<file path="config.mk">
export PLATFORM = sky130hd
export DESIGN_NAME = hazard_ctrl
export DESIGN_NICKNAME = d
export VERILOG_FILES = /design/src/rtl/hazard_ctrl.sv
export SDC_FILE = /design/constraint.sdc
export NUM_CORES = 1
export LEC_CHECK = 0
export CORE_ASPECT_RATIO = 1.75
export CORE_MARGIN = 1
export CORE_UTILIZATION = 43
export DETAILED_ROUTE_END_ITERATION = 10
export GPL_TIMING_DRIVEN = 0
export PLACE_DENSITY = 0.75
export SYNTH_ARGS = -nofsm -noshare
export SYNTH_HDL_FRONTEND = slang
export SYNTH_SLANG_ARGS = --single-unit
</file>
<file path="constraint.sdc">
create_clock -name clk -period 1.7 [get_ports clk]
set_clock_uncertainty 0.1 [all_clocks]
set_input_delay 0.17 -clock clk [delete_from_list [all_inputs] [get_ports clk]]
set_output_delay 0.17 -clock clk [all_outputs]
set_load 0.03 [all_outputs]
</file>
<file path="src/rtl/hazard_ctrl.sv">
// hazard_ctrl: load-use stall and taken-branch flush sequencing for the
// ID/EX and IF/ID pipeline latches, plus saturating stall/flush event counters.
//
// Control outputs are combinational so the latches react in the same cycle.
// The pipeline has no valid/ready handshake: every control takes effect on the
// posedge where it is high, and an enable held low freezes its stage.
// fsm_state exposes the current FSM state (0 = RUN, 1 = FLUSH) for debug.
module hazard_ctrl #(
  parameter int FLUSH_CYCLES = 2,
  parameter int CNT_W        = 16
) (
  input  logic             clk,
  input  logic             reset,
  input  logic [4:0]       id_rs1,
  input  logic [4:0]       id_rs2,
  input  logic             id_uses_rs2,
  input  logic             ex_MemRead,
  input  logic [4:0]       ex_rd,
  input  logic             branch_taken,
  output logic             stop,
  output logic             branch_reset,
  output logic             pc_write,
  output logic             ifid_write,
  output logic             ifid_flush,
  output logic [CNT_W-1:0] stall_cnt,
  output logic [CNT_W-1:0] flush_cnt,
  output logic             fsm_state
);

  typedef enum logic {
    RUN   = 1'b0,
    FLUSH = 1'b1
  } state_t;

  // Value loaded into flush_left when a taken branch starts a flush; the
  // redirect cycle itself counts as the first flush cycle.
  localparam logic [3:0] FLUSH_INIT = 4'(FLUSH_CYCLES - 1);
  localparam bit         MULTI      = (FLUSH_CYCLES > 1);

  state_t     state, next_state;
  logic [3:0] flush_left, next_flush_left;
  logic       lu_hit;
  logic       stall_inc;
  logic       flush_inc;

  // Load in EX writes a register the ID instruction reads; x0 never hazards.
  assign lu_hit = ex_MemRead && (ex_rd != 5'd0) &&
                  ((ex_rd == id_rs1) || (id_uses_rs2 && (ex_rd == id_rs2)));

  assign fsm_state = state;

  // Next-state, flush countdown and same-cycle latch controls.
  always_comb begin
    next_state      = state;
    next_flush_left = flush_left;
    stop            = 1'b0;
    branch_reset    = 1'b0;
    ifid_flush      = 1'b0;
    pc_write        = 1'b1;
    ifid_write      = 1'b1;
    stall_inc       = 1'b0;
    flush_inc       = 1'b0;
    if (!reset) begin
      case (state)
        RUN: begin
          if (branch_taken) begin
            branch_reset = 1'b1;
            ifid_flush   = 1'b1;
            flush_inc    = 1'b1;
            if (MULTI) begin
              next_state      = FLUSH;
              next_flush_left = FLUSH_INIT;
            end
          end else if (lu_hit) begin
            stop       = 1'b1;
            pc_write   = 1'b0;
            ifid_write = 1'b0;
            stall_inc  = 1'b1;
          end
        end
        FLUSH: begin
          // The ID instruction is wrong-path here, so load-use is ignored.
          branch_reset = 1'b1;
          ifid_flush   = 1'b1;
          if (branch_taken) begin
            flush_inc = 1'b1;
            if (MULTI) begin
              next_flush_left = FLUSH_INIT;
            end else begin
              next_state      = RUN;
              next_flush_left = 4'd0;
            end
          end else if (flush_left <= 4'd1) begin
            next_state      = RUN;
            next_flush_left = 4'd0;
          end else begin
            next_flush_left = flush_left - 4'd1;
          end
        end
        default: begin
          next_state      = RUN;
          next_flush_left = 4'd0;
        end
      endcase
    end
  end

  // FSM state and flush countdown registers.
  always_ff @(posedge clk) begin
    if (reset) begin
      state      <= RUN;
      flush_left <= 4'd0;
    end else begin
      state      <= next_state;
      flush_left <= next_flush_left;
    end
  end

  // Saturating performance counters.
  always_ff @(posedge clk) begin
    if (reset) begin
      stall_cnt <= '0;
      flush_cnt <= '0;
    end else begin
      if (stall_inc && (stall_cnt != {CNT_W{1'b1}}))
        stall_cnt <= stall_cnt + CNT_W'(1);
      if (flush_inc && (flush_cnt != {CNT_W{1'b1}}))
        flush_cnt <= flush_cnt + CNT_W'(1);
    end
  end

endmodule

</file>
==> results of run 1 <==
[metrics by stage]
step	cells	total power, mW	area [um2]	utilization	setup TNS (ps)
floorplan	251	1.007	2233	-	-554.1
global placement	358	1.098	2849	0.6106	-14530
detailed placement	358	1.101	2849	0.6106	-15350
CTS	396	1.912	3244	0.6954	-1035
global route	406	1.996	3503	0.7509	-3391
finish	406	1.928	3503	0.7509	-2201
[cell families (layout without fill, tap and decap cells)]
group | after synthesis | in the layout | share of synthesized area
AOI/OAI and AO/OA | 39 | 39 | 0.1177
xor gates and xnor gates | 22 | 22 | 0.09249
adders and majority gates | 4 | 4 | 0.02402
buffers and inverters | 23 | 126 | 0.05105
DFF | 37 | 37 | 0.3556
muxes | 8 | 8 | 0.04144
and+or+nand+nor | 118 | 118 | 0.3177
[per-layer routing]
layer  vias up  track usage  part of all wire
met1      1161       0.2664              0.37
met2        91       0.4719              0.55
met4         0       0.1389             0.040
li1       1119            -                 -
met3        27      0.05825             0.042
met5         -            0                 0
[worst paths after layout]
kind | from | to | slack [ps] | cells past startpoint
max | ex_rd[0] | pc_write | -190 | 10
min | branch_taken | flush_left[0] | 160 | 3
max reg2reg | stall_cnt[0] | stall_cnt[8] | -190 | 7
min reg2reg | flush_cnt[5] | flush_cnt[5] | 420 | 2
[worst max-delay path: cells and delay by family]
kind / cells / cell delay (ps)
AO/OA/AOI/OAI: 1 / 280
XOR/XNOR: 1 / 210
buffers and inverters: 6 / 680
AND/OR/NAND/NOR: 2 / 260
[report_power, final]
part	total [mW]	internal (mW)	switching, mW
Sequential	0.860	0.845	0.0143
Combinational	0.307	0.148	0.159
Clock	0.761	0.434	0.328
[cell usage after synthesis (3+ instances only)]
cell / instances
mux2_1: 5
nand4_1: 12
o21ai_0: 5
mux2i_1: 3
nand2_1: 9
inv_1: 9
o211ai_1: 3
nand3_1: 14
buf_2: 4
xor2_1: 9
dfxtp_1: 37
ha_1: 4
nor4_1: 6
a21oi_1: 14
clkbuf_1: 7
or4_1: 9
and3_1: 7
o31ai_1: 7
nor2b_1: 6
or3_1: 5
and4_1: 6
nor2_1: 29
nor3_1: 9
xnor2_1: 13
[flip-flops by register name, summed over array words and instances (netlist names)]
register	cells
flush_cnt	16
flush_left	4
fsm_state	1
stall_cnt	16
[placed cells by master, fill, tap and decap left out, drive strengths merged, types with 7 or more instances in the layout]
| cell | count |
|---|---|
| dfxtp | 37 |
| nand3 | 14 |
| and3 | 7 |
| o21ai | 7 |
| xor2 | 9 |
| dlymetal6s2s | 7 |
| nand4 | 12 |
| nand2 | 10 |
| a21oi | 14 |
| xnor2 | 13 |
| buf | 67 |
| o31ai | 7 |
| nor3 | 9 |
| nor2 | 29 |
| inv | 9 |
| clkbuf | 13 |
| clkdlybuf4s50 | 23 |
| or4 | 9 |
[cell type report]
type	count	area (um2)	share of cell area
flip-flops and latches	37	828.3	0.2364
clock inverters	2	33.78	0.009643
inverters	9	33.78	0.009643
clock buffers	6	72.57	0.02071
multi-input cells	191	1541	0.4400
well taps	52	65.06	0.01857
plain buffers	14	112.6	0.03214
repair buffers	95	815.8	0.2329
[what timing repair did]
action	CTS	global route
setup endpoints to repair	34	39
pin swaps	25	18
endpoints found under the hold margin	0	0
gates resized for setup	120	45
setup buffers	30	10
==> summary.txt, run 1 <==
CP endpoint kind: output port
Rel. slew slack: 0.5880
Post-synthesis async set-or-reset flop share: 0
Top cell by count, worst path: buf_6
Post-route minimum period: 1891 ps
Final WL: 6876 um
Number of warnings issued by yosys: 0
Layout cells sized above 1: 0.4322
Vias in the first global route: 2220
All-Layer GR Usage: 0.2650
Syn nets: 275
Slowest cell on the critical path: o22a_2
Status: finished with violations
Largest net degree at the start of global routing: 12
Antenna violations before repair: 0
DR pass1 iterations: 4
Post-DR vias/cell: 5.906
Sink Count: 37
Die area: 5138 um2
RSZ-0062 raised after global routing: yes
HPWL Detailed: 4125 um
Top post-synthesis cells by area: dfxtp_1 36%, xnor2_1 5.5%, nor2_1 5.2%
Die height: 94.08 um
Fill cells: 319
Core ar.: 4666 um2
Global-route wire length before repair: 9991 um
Pre-CTS setup slack: -1137 ps
Htree depth: 2
Final Setup Violations: 17
Peak VDD IR: 0.5327 mV
Worst path arrival time: 1620 ps
TritonCTS clock tree: done
Post-Syn Instances: 251
Failing checks: negative setup slack
Area share of the largest cell type after synthesis: 0.3556
1st-iter DRT viols: 56
Critical path data required time: 1430 ps
Pwr dens: 550.4 nW/um2
Seq cells post-synth: 37
Max Buffers Root-to-Sink: 2
Total grt overflow: 0
Slew @ Worst Pin: 618.0 ps
Fin crit share: 1.112
Setup Crit Path Kind: in2out
Upper clock frequency limit: 528.8 MHz
Syn avg cell area: 8.300 um2
WL/cell: 16.94 um
Fin nets: 377
Mapped Area: 2083 um2
Gpl congestion: 0.8024
I/O pin total: 58
Root Driver: clkbuf_8
Worst hold margin: 159.6 ps
Routed Antenna Nets: 0
Cell variety after synth: 40
Area grow syn2layout: 68.17%
Worst Setup Start Kind: input port
Max-Cap Viols: 0
CP max FO: 4
DRC: 0
CTS clk-pin slew, worst paths: 80 ps
CP peak stage delay: 280 ps
Post-synthesis sequential area ratio: 0.3556
Worst hold path type: in2reg
Count of pins over their slew limit: 0
Die width: 54.62 um
Crit-path cells: buf_2 -> xnor2_1 -> nand2_1 -> o22a_2 -> buf_6 -> buf_8 -> nor2_4 -> inv_2 -> buf_6 -> buf_6
Initial core utilization: 0.4465
Final hold violation count: 0
CTS Buf Count: 5
Num rows: 33
IO Port Bufs: 55
Ys flop type: dfxtp_1
Vias: 2398
Post-synth top area cell: dfxtp_1
# diodes: 0
Setup slack after layout: -191.0 ps
Cts hold-fix bufs: 0
Pleak: 1.447 nW
Worst-skew pair later-pin latency: 290 ps
EDFF count, synth: 0
No activity file was read; power rests on OpenSTA's default activity.
==> inputs of run 2 (changes only) <==
--- a/config.mk
+++ b/config.mk
@@ -10,6 +10,7 @@
 export CORE_UTILIZATION = 43
 export DETAILED_ROUTE_END_ITERATION = 10
 export GPL_TIMING_DRIVEN = 0
+export HOLD_SLACK_MARGIN = 0.05
 export PLACE_DENSITY = 0.75
 export SYNTH_ARGS = -nofsm -noshare
 export SYNTH_HDL_FRONTEND = slang
==> results of run 2 <==
Final layout, timing and power as in run 1 (identical DEF).
